### src/rtl/shr_pkg.sv
// Shared definitions for shared-shifter controllers: state encoding and the
// rotating-priority pick used to choose the next requester.
package shr_pkg;

  localparam logic [1:0] S_IDLE  = 2'd0;
  localparam logic [1:0] S_SHIFT = 2'd1;
  localparam logic [1:0] S_HOLD  = 2'd2;

  typedef enum logic [1:0] {
    StIdle  = S_IDLE,
    StShift = S_SHIFT,
    StHold  = S_HOLD
  } state_e;

  // Rotating priority encoder for up to 8 requesters.
  // Returns {any, id[2:0]}: the first set bit of vld scanning upward from ptr, wrapping at nreq.
  function automatic logic [3:0] rr_pick(input logic [7:0] vld, input logic [2:0] ptr,
                                         input int unsigned nreq);
    logic [3:0]  res;
    int unsigned idx;
    res = '0;
    for (int unsigned i = 0; i < 8; i++) begin
      idx = (32'(ptr) + i) % nreq;
      if (i < nreq && !res[3] && vld[idx[2:0]]) begin
        res = {1'b1, idx[2:0]};
      end
    end
    return res;
  endfunction

endpackage

### src/rtl/shr_if.sv
// Requester/consumer bus of a shared shifter. The controller is the slave side.
interface shr_if #(
  parameter int unsigned DATAWIDTH = 16,
  parameter int unsigned NREQ      = 4,
  parameter int unsigned IDW       = 2
);
  logic [NREQ-1:0]           req_vld;
  logic [NREQ-1:0]           req_rdy;
  logic [NREQ*DATAWIDTH-1:0] req_a;
  logic [NREQ*DATAWIDTH-1:0] req_sh;
  logic                      rsp_vld;
  logic                      rsp_rdy;
  logic [DATAWIDTH-1:0]      rsp_d;
  logic [IDW-1:0]            rsp_id;
  logic                      busy;

  modport master (
    output req_vld, req_a, req_sh, rsp_rdy,
    input  req_rdy, rsp_vld, rsp_d, rsp_id, busy
  );

  modport slave (
    input  req_vld, req_a, req_sh, rsp_rdy,
    output req_rdy, rsp_vld, rsp_d, rsp_id, busy
  );
endinterface

### src/rtl/shr_rr_pick.sv
// Combinational round-robin pick: first valid requester at or above ptr, with wrap-around.
module shr_rr_pick
  import shr_pkg::*;
#(
  parameter int unsigned NREQ = 4,
  parameter int unsigned IDW  = 2
) (
  input  logic [NREQ-1:0] vld_i,
  input  logic [IDW-1:0]  ptr_i,
  output logic [IDW-1:0]  gnt_id_o,
  output logic            gnt_any_o
);

  logic [7:0] vld_ext;
  logic [2:0] ptr_ext;
  logic [3:0] pick;

  // Widen to the fixed 8-requester form the shared function works on.
  always_comb begin
    vld_ext   = 8'(vld_i);
    ptr_ext   = 3'(ptr_i);
    pick      = rr_pick(vld_ext, ptr_ext, NREQ);
    gnt_any_o = pick[3];
    gnt_id_o  = IDW'(pick[2:0]);
  end

endmodule

### src/rtl/shr_share_ctrl.sv
// Round-robin controller sharing one logical right shifter between NREQ requesters.
// Single entry: grant, latch operands, shift, hold the tagged result until accepted.
module shr_share_ctrl
  import shr_pkg::*;
#(
  parameter int unsigned DATAWIDTH = 16,
  parameter int unsigned NREQ      = 4,
  parameter int unsigned IDW       = 2
) (
  input logic Clk,
  input logic Rst,
  shr_if.slave bus
);

  state_e               state_q, state_d;
  logic [IDW-1:0]       rr_ptr_q, rr_ptr_d;
  logic [IDW-1:0]       gnt_id_q, gnt_id_d;
  logic [IDW-1:0]       id_q, id_d;
  logic [IDW-1:0]       rsp_id_q, rsp_id_d;
  logic [NREQ-1:0]      req_rdy_q, req_rdy_d;
  logic [DATAWIDTH-1:0] a_q, a_d;
  logic [DATAWIDTH-1:0] sh_q, sh_d;
  logic [DATAWIDTH-1:0] rsp_data_q, rsp_data_d;
  logic                 rsp_vld_q, rsp_vld_d;
  logic                 busy_q, busy_d;

  logic [IDW-1:0]       pick_id;
  logic                 pick_any;
  logic                 xfer;

  shr_rr_pick #(
    .NREQ(NREQ),
    .IDW (IDW)
  ) u_pick (
    .vld_i    (bus.req_vld),
    .ptr_i    (rr_ptr_q),
    .gnt_id_o (pick_id),
    .gnt_any_o(pick_any)
  );

  // Next-state logic; req_rdy is the registered grant decode, so only the flopped grant can transfer.
  always_comb begin
    state_d    = state_q;
    rr_ptr_d   = rr_ptr_q;
    gnt_id_d   = gnt_id_q;
    id_d       = id_q;
    rsp_id_d   = rsp_id_q;
    req_rdy_d  = req_rdy_q;
    a_d        = a_q;
    sh_d       = sh_q;
    rsp_data_d = rsp_data_q;
    rsp_vld_d  = rsp_vld_q;
    xfer       = 1'b0;
    unique case (state_q)
      StIdle: begin
        xfer = |(bus.req_vld & req_rdy_q);
        if (xfer) begin
          a_d       = bus.req_a[gnt_id_q * DATAWIDTH +: DATAWIDTH];
          sh_d      = bus.req_sh[gnt_id_q * DATAWIDTH +: DATAWIDTH];
          id_d      = gnt_id_q;
          rr_ptr_d  = (gnt_id_q == IDW'(NREQ - 1)) ? '0 : gnt_id_q + 1'b1;
          req_rdy_d = '0;
          state_d   = StShift;
        end else begin
          // Re-arbitrate every idle cycle; a requester that dropped vld simply loses the grant.
          req_rdy_d = pick_any ? (NREQ'(1) << pick_id) : '0;
          gnt_id_d  = pick_id;
        end
      end
      StShift: begin
        // Full-width shift amount: anything >= DATAWIDTH yields zero.
        rsp_data_d = a_q >> sh_q;
        rsp_id_d   = id_q;
        rsp_vld_d  = 1'b1;
        state_d    = StHold;
      end
      StHold: begin
        if (bus.rsp_rdy) begin
          rsp_vld_d = 1'b0;
          state_d   = StIdle;
        end
      end
      default: begin
        req_rdy_d = '0;
        rsp_vld_d = 1'b0;
        state_d   = StIdle;
      end
    endcase
    busy_d = (state_d != StIdle);
  end

  // FSM and output registers; reset discards any in-flight operation.
  always_ff @(posedge Clk or negedge Rst) begin
    if (!Rst) begin
      state_q    <= StIdle;
      rr_ptr_q   <= '0;
      gnt_id_q   <= '0;
      id_q       <= '0;
      rsp_id_q   <= '0;
      req_rdy_q  <= '0;
      a_q        <= '0;
      sh_q       <= '0;
      rsp_data_q <= '0;
      rsp_vld_q  <= 1'b0;
      busy_q     <= 1'b0;
    end else begin
      state_q    <= state_d;
      rr_ptr_q   <= rr_ptr_d;
      gnt_id_q   <= gnt_id_d;
      id_q       <= id_d;
      rsp_id_q   <= rsp_id_d;
      req_rdy_q  <= req_rdy_d;
      a_q        <= a_d;
      sh_q       <= sh_d;
      rsp_data_q <= rsp_data_d;
      rsp_vld_q  <= rsp_vld_d;
      busy_q     <= busy_d;
    end
  end

  assign bus.req_rdy = req_rdy_q;
  assign bus.rsp_vld = rsp_vld_q;
  assign bus.rsp_d   = rsp_data_q;
  assign bus.rsp_id  = rsp_id_q;
  assign bus.busy    = busy_q;

endmodule

### src/flat_wrapper.sv
// flat-port wrapper written by rule: the top's interface ports become plain ports
module shr_share_ctrl_flat import shr_pkg::*;
#(
  parameter int unsigned DATAWIDTH = 16,
  parameter int unsigned NREQ      = 4,
  parameter int unsigned IDW       = 2
)
  (Clk, Rst, bus_req_vld, bus_req_a, bus_req_sh, bus_rsp_rdy, bus_req_rdy, bus_rsp_vld, bus_rsp_d, bus_rsp_id, bus_busy);
  shr_if #(.DATAWIDTH(DATAWIDTH), .NREQ(NREQ), .IDW(IDW)) bus_i ();
  input logic Clk;
  input logic Rst;
  input wire logic [$bits(bus_i.req_vld)-1:0] bus_req_vld;
  input wire logic [$bits(bus_i.req_a)-1:0] bus_req_a;
  input wire logic [$bits(bus_i.req_sh)-1:0] bus_req_sh;
  input wire logic [$bits(bus_i.rsp_rdy)-1:0] bus_rsp_rdy;
  output wire logic [$bits(bus_i.req_rdy)-1:0] bus_req_rdy;
  output wire logic [$bits(bus_i.rsp_vld)-1:0] bus_rsp_vld;
  output wire logic [$bits(bus_i.rsp_d)-1:0] bus_rsp_d;
  output wire logic [$bits(bus_i.rsp_id)-1:0] bus_rsp_id;
  output wire logic [$bits(bus_i.busy)-1:0] bus_busy;
  assign bus_i.req_vld = bus_req_vld;
  assign bus_i.req_a = bus_req_a;
  assign bus_i.req_sh = bus_req_sh;
  assign bus_i.rsp_rdy = bus_rsp_rdy;
  assign bus_req_rdy = bus_i.req_rdy;
  assign bus_rsp_vld = bus_i.rsp_vld;
  assign bus_rsp_d = bus_i.rsp_d;
  assign bus_rsp_id = bus_i.rsp_id;
  assign bus_busy = bus_i.busy;
  shr_share_ctrl #(.DATAWIDTH(DATAWIDTH), .NREQ(NREQ), .IDW(IDW)) u_core (.Clk(Clk), .Rst(Rst), .bus(bus_i));
endmodule
### config.mk
export PLATFORM = sky130hd
export DESIGN_NAME = shr_share_ctrl_flat
export DESIGN_NICKNAME = d
export VERILOG_FILES = /design/src/rtl/shr_pkg.sv /design/src/rtl/shr_if.sv /design/src/rtl/shr_rr_pick.sv /design/src/rtl/shr_share_ctrl.sv /design/src/flat_wrapper.sv
export SDC_FILE = /design/constraint.sdc
export NUM_CORES = 1
export LEC_CHECK = 0
export ABC_AREA = 1
export CORE_UTILIZATION = 40
export DETAILED_ROUTE_END_ITERATION = 7
export DONT_BUFFER_PORTS = 1
export GPL_ROUTABILITY_DRIVEN = 0
export HOLD_SLACK_MARGIN = 0.02
export PLACE_DENSITY = 0.54
export SLEW_MARGIN = 20
export SYNTH_ARGS = -nofsm -noshare
export SYNTH_HDL_FRONTEND = slang
export SYNTH_HIERARCHICAL = 1
export SYNTH_SLANG_ARGS = --single-unit
### constraint.sdc
create_clock -name Clk -period 2.5 [get_ports Clk]
set_clock_uncertainty 0.1 [all_clocks]
set_input_delay 0.5 -clock Clk [delete_from_list [all_inputs] [get_ports Clk]]
set_output_delay 0.5 -clock Clk [all_outputs]
set_load 0.01 [all_outputs]
* Word-level counts from Yosys, hierarchy flattened
Cells that the tools add are included.
** Cells by class
- Add/sub/neg operators :: 4
- Order comparisons :: 4
- Equality and inequality tests :: 4
- Shifts and indexed selects :: 4
- Muxes and demuxes :: 21
- Bitwise logic cells :: 3
- Reductions and logical operators :: 13
** Operators by type and width (number)
- variable part select 64 x 7 -> 16 bit :: 2
- two-way mux 4 bit :: 6
- less-than comparator 2 x 4 -> 1 bit, second input constant :: 4
- >> shifter 16 x 16 -> 16 bit :: 1
- binary-select mux 1 bit (select 2 bit) :: 4
- one-hot mux 4 bit (2 select lines) :: 1
- two-way mux 2 bit :: 3
- one-hot mux 2 bit (3 select lines) :: 1
- AND reduction 2 bit :: 3
- two-way mux 1 bit :: 5
- adder 2 x 1 -> 2 bit, second input constant :: 2
- adder 2 bit, second input constant :: 2
- bitwise AND 4 bit :: 1
- == test 2 bit, second input constant :: 2
- OR reduction 4 bit :: 1
- << shifter 1 x 2 -> 4 bit, first input constant :: 1
- logical AND 1 bit :: 3
- logical NOT 1 bit :: 3
- one-hot mux 1 bit (3 select lines) :: 1
- == test 2 x 1 -> 1 bit, second input constant :: 1
- logical NOT 2 bit :: 1
- inequality test 2 bit, second input constant :: 1
- inverter 1 bit :: 2
- nonzero test 2 bit :: 1
- OR reduction 2 bit :: 1
** Word-level totals
- Register bits :: 64
- Output and inout port bits :: 24
- Logic and storage cells :: 64

* Depth between registers and ports, before layout
- Word-level depth :: 16
- Depth in mapped cells :: 13
- Gate-level depth less buffers :: 13

* Hierarchy
The synthesis kept the hierarchy.
** By module, submodules not included
- shr_share_ctrl :: times used 1, cells each 624, area each 4199.0 sq um, seq. area each 1601.5 sq um
- shr_rr_pick :: times used 1, cells each 59, area each 276.5 sq um, seq. area each 0.0 sq um

* Worst setup path after synthesis
OpenSTA, ideal clock, no wires.
- Path kind :: input-to-reg
- From :: input bus_req_vld[1]
- To :: register u_core.a_q[10]
- Setup time :: 130 ps
- Arrival :: 1465 ps
- Slack :: 805 ps
- Stages on the path :: 7
- Path buffers :: 2
- Cell sequence :: a22o_1 -> o21ai_4 -> inv_2 -> buf_2 -> buf_2 -> nor2_1 -> a31oi_1
** Between the ends
- Cells in the longest elaborated chain, start to end :: 3
** RTL lines
- start, declared :: line flat_wrapper.sv:12 : input wire logic [$bits(bus_i.req_vld)-1:0] bus_req_vld;
- bitwise AND 4 bit :: line shr_share_ctrl.sv:56 : xfer = |(bus.req_vld & req_rdy_q);
- OR reduction 4 bit :: line shr_share_ctrl.sv:56
- AND reduction 2 bit (no line)
- end signal, assigned :: line shr_share_ctrl.sv:101 : a_q <= '0;
- end signal, assigned :: line shr_share_ctrl.sv:113 : a_q <= a_d;
- end, declared :: line shr_share_ctrl.sv:21 : logic [DATAWIDTH-1:0] a_q, a_d;
Every way passes these cells.
A chain may end at the register's enable or synchronous reset.

* Worst setup path after layout
- From :: register u_core.sh_q[0]
- To :: register u_core.rsp_data_q[0], in the netlist u_core/bus.rsp_d[0]
** Between the ends
- Cells in the longest elaborated chain, start to end :: 1
** RTL lines
- start, declared :: line shr_share_ctrl.sv:22 : logic [DATAWIDTH-1:0] sh_q, sh_d;
- start signal, assigned :: line shr_share_ctrl.sv:102 : sh_q <= '0;
- start signal, assigned :: line shr_share_ctrl.sv:114 : sh_q <= sh_d;
- >> shifter 16 x 16 -> 16 bit :: line shr_share_ctrl.sv:72 : rsp_data_d = a_q >> sh_q;
- end signal, assigned :: line shr_share_ctrl.sv:115 : rsp_data_q <= rsp_data_d;
- end, declared :: line shr_share_ctrl.sv:23 : logic [DATAWIDTH-1:0] rsp_data_q, rsp_data_d;
Every way passes these cells.

==> metrics.txt <==
R2R setup slack=~0.45 ns; die area=between 10000 and 15000 um2; Setup TNS Final=0 ns; setup bufs post-CTS=0; VDD IR max=between 0.5 and 0.6 mV; max layer used=met4; Worst setup startpoint=u_core/sh_q[0]; vias in the first global route=between 3000 and 4000; via count=roughly 4400; Syn Nets=823; metal1 wirelength=between 5000 and 6000 um; Tot GR Track Use=0.208; first-pass GRT wire length=18900 um; drt pass-1 iters=4; RSZ-0062 raised after global routing=false; Data arrival, critical path=2.18 ns; clock insertion delay at the later pin of the skew report=~0.34 ns; Final Slew Violations=0; clock sinks=64; met2 routed WL=roughly 6000 um; final wirelength=12100 um; Ports=around 160; wire length per cell=14.9 um; Worst path slowest cell=dfrtp_1; Mapped Avg Cell Area=6.55 um2; floorplan row count=38; cell depth of the worst flop-to-flop path=9; Final setup viols=0; Initial Utilization=0.411; fillers=1124; CTS Buffer Depth=2; H-Tree Depth=3; Yosys top cell area share=0.358; Yosys cell types=32; synthesized area=between 4000 and 5000 um2; Detail Route Antenna Nets=0; Seq cells post-synth=64; FF-to-FF End=u_core/bus.rsp_d[0]; Req. time, crit path=approximately 2.6 ns; status=completed; Post-Layout Cell Count=a little over 800; Fmax achieved=0.489 GHz; Most common cell on crit path=nand2_1; synth top area cells=dfrtp_1 (36%), nand2_1 (17%), o21ai_0 (9.5%), nor2_1 (9.4%), nand3_1 (5.0%); hpwl dp=around 9100 um; largest net degree at the start of global routing=68; Final Util=0.437; CTS tree=done; crit path launch type=flip-flop; Largest stage delay, worst path=around 0.64 ns; Die X=between 100 and 150 um; Die Y=about 110 um; CTS Buf Count=9; max_slew headroom=0.569; CP endpoint kind=flip-flop; core area=~11000 um2; PwrDens=roughly 1200 nW/um2; ratio of cells with drive above 1 in the final layout=0.0864; Max Cap Viol=0; synthesis-to-layout area growth=6.21%; antenna violations before repair=0; register area share after synthesis=0.358; cell taking the most area after synthesis=dfrtp_1; # port buffers=0; DR iter-0 viols=between 200 and 250; worst setup path end=u_core/bus.rsp_d[0]; fin area=about 4800 um2; post-route minimum period=~2 ns; DR WL met3=roughly 740 um; crit path max fanout=23; grt total ovfl=0; Worst Hold Class=in -> reg; root buf cell=clkbuf_8; final hold violation count=0; Worst path depth=9; Layout Nets=slightly above 800; FF-to-FF Start=u_core/sh_q[0]; largest delay contributor family on the critical path=simple AND/OR/NAND/NOR gates; Buf+Inv Stages, Crit Path=1; WS Path Type=reg -> reg; worst-path cell chain=inv_1, nand4_1, o21ai_1, nand2_1, nand2_1, nand2_1, nand3_1, nand2_1, nand2_1; Tcrit/Tclk final=0.818; antenna diode count=0; number of vias per cell=approximately 5.5; Reg clk slew, reported paths=around 0.080 ns; worst slew pin tran=~0.65 ns; Yosys warning count=6; placed cell count=793; post-CTS sizing=0; Post-DP Area=around 4500 um2; Pleak=2.26 nW; Remaining DRCs=0; synthesized instance count=683
-- repair_timing --
item,CTS,global route
endpoints found under the hold margin,64,0
hold buffers,2,0
setup endpoints to repair,0,0
-- placed cells by master, fill, tap and decap left out, types with 3 or more instances in the layout --
cell type / n
a21oi_1: 5
a22o_1: 3
a31oi_1: 14
buf_4: 11
clkbuf_8: 10
dfrtp_1: 63
ha_1: 5
inv_1: 26
inv_2: 8
nand2_1: 199
nand2_2: 10
nand3_1: 45
nand3_2: 3
nand4_1: 20
nor2_1: 112
o21ai_0: 85
o21ai_1: 8
o22ai_1: 19
o31ai_1: 3
-- tightest hold or removal path, stage by stage --
cell,delay [ns]
o21ai_0,0.07
nand2_1,0.06
a21oi_1,0.06
-- flip-flops by register name, summed over array words and instances, names as in the netlist --
| name | flops |
|---|---|
| u_core/state_q | 2 |
| u_core/bus.rsp_vld | 1 |
| u_core/bus.busy | 1 |
| u_core/bus.req_rdy | 4 |
| u_core/bus.rsp_d | 16 |
| u_core/rr_ptr_q | 2 |
| u_core/bus.rsp_id | 2 |
| u_core/id_q | 2 |
| u_core/gnt_id_q | 2 |
| u_core/a_q | 16 |
| u_core/sh_q | 16 |
-- synth_stat cells --
cell and instances:
a21oi_1 5, a22o_1 3, a31oi_1 14, buf_1 1, buf_2 15, buf_4 3, buf_6 2, buf_8 1
clkbuf_1 20, clkinv_1 1, dfrtp_1 64, ha_1 5, inv_1 26, inv_2 8, nand2_1 199, nand2_2 10
nand3_1 45, nand3_2 3, nand3b_1 1, nand4_1 20, nor2_1 112, nor2_2 2, nor2_4 2, nor2_8 1
o21ai_0 85, o21ai_1 8, o21ai_2 2, o21ai_4 1, o21bai_1 1, o22ai_1 19, o31ai_1 3, or2_2 1
-- worst min path at each step --
stage / to / slack, ns / depth (start not counted) / from
finish: u_core/state_q[1] / 0.28 / 3 / bus_rsp_rdy
global placement: u_core/bus.rsp_d[11] / 0.11 / 0 / Rst
floorplan: u_core/a_q[0] / 0.10 / 0 / Rst
global route: u_core/sh_q[8] / 0.29 / 2 / bus_req_sh[24]
detailed placement: u_core/bus.rsp_d[9] / 0.11 / 0 / Rst
CTS: u_core/state_q[1] / 0.26 / 3 / bus_rsp_rdy
-- per-layer routing --
metal / vias to the layer above / global-route usage
met3: 5 / 0.0460
met1: 2048 / 0.272
met2: 143 / 0.349
li1: 2225 / -
met4: 0 / 0.0450
met5: - / 0
-- cell type report --
cell class | count | area (um2) | share of cell area
multi-input cells | 542 | 2530 | 0.532
flip-flops and latches | 64 | 1600 | 0.337
well taps | 140 | 175 | 0.0369
clock buffers | 12 | 145 | 0.0305
repair buffers | 14 | 140 | 0.0295
inverters | 35 | 131 | 0.0276
clock inverters | 4 | 30.0 | 0.00632
-- where the power goes --
part	switching [mW]	internal (mW)	total, mW
combinational	2.03	1.01	3.04
clock	0.405	0.389	0.794
sequential	0.454	1.47	1.92
total	2.89	2.87	5.76
-- per-stage QoR --
step | hold WS, ns | power, mW | setup WS (ns)
floorplan | 0.104 | 4.29 | 0.805
detailed placement | 0.107 | 4.97 | 0.446
finish | 0.280 | 5.76 | 0.454
CTS | 0.257 | 5.82 | 0.450
global route | 0.293 | 6.36 | 0.197
global placement | 0.107 | 4.89 | 0.501
-- cells by family after synthesis --
family / after synthesis / share of synthesized area
DFF: 64 / 0.358
AOI/OAI and AO/OA: 141 / 0.176
adders and majority gates: 5 / 0.0140
buffers and inverters: 77 / 0.0772
and+or+nand+nor: 396 / 0.375
Note: power is estimated with default switching activity, not from simulation.
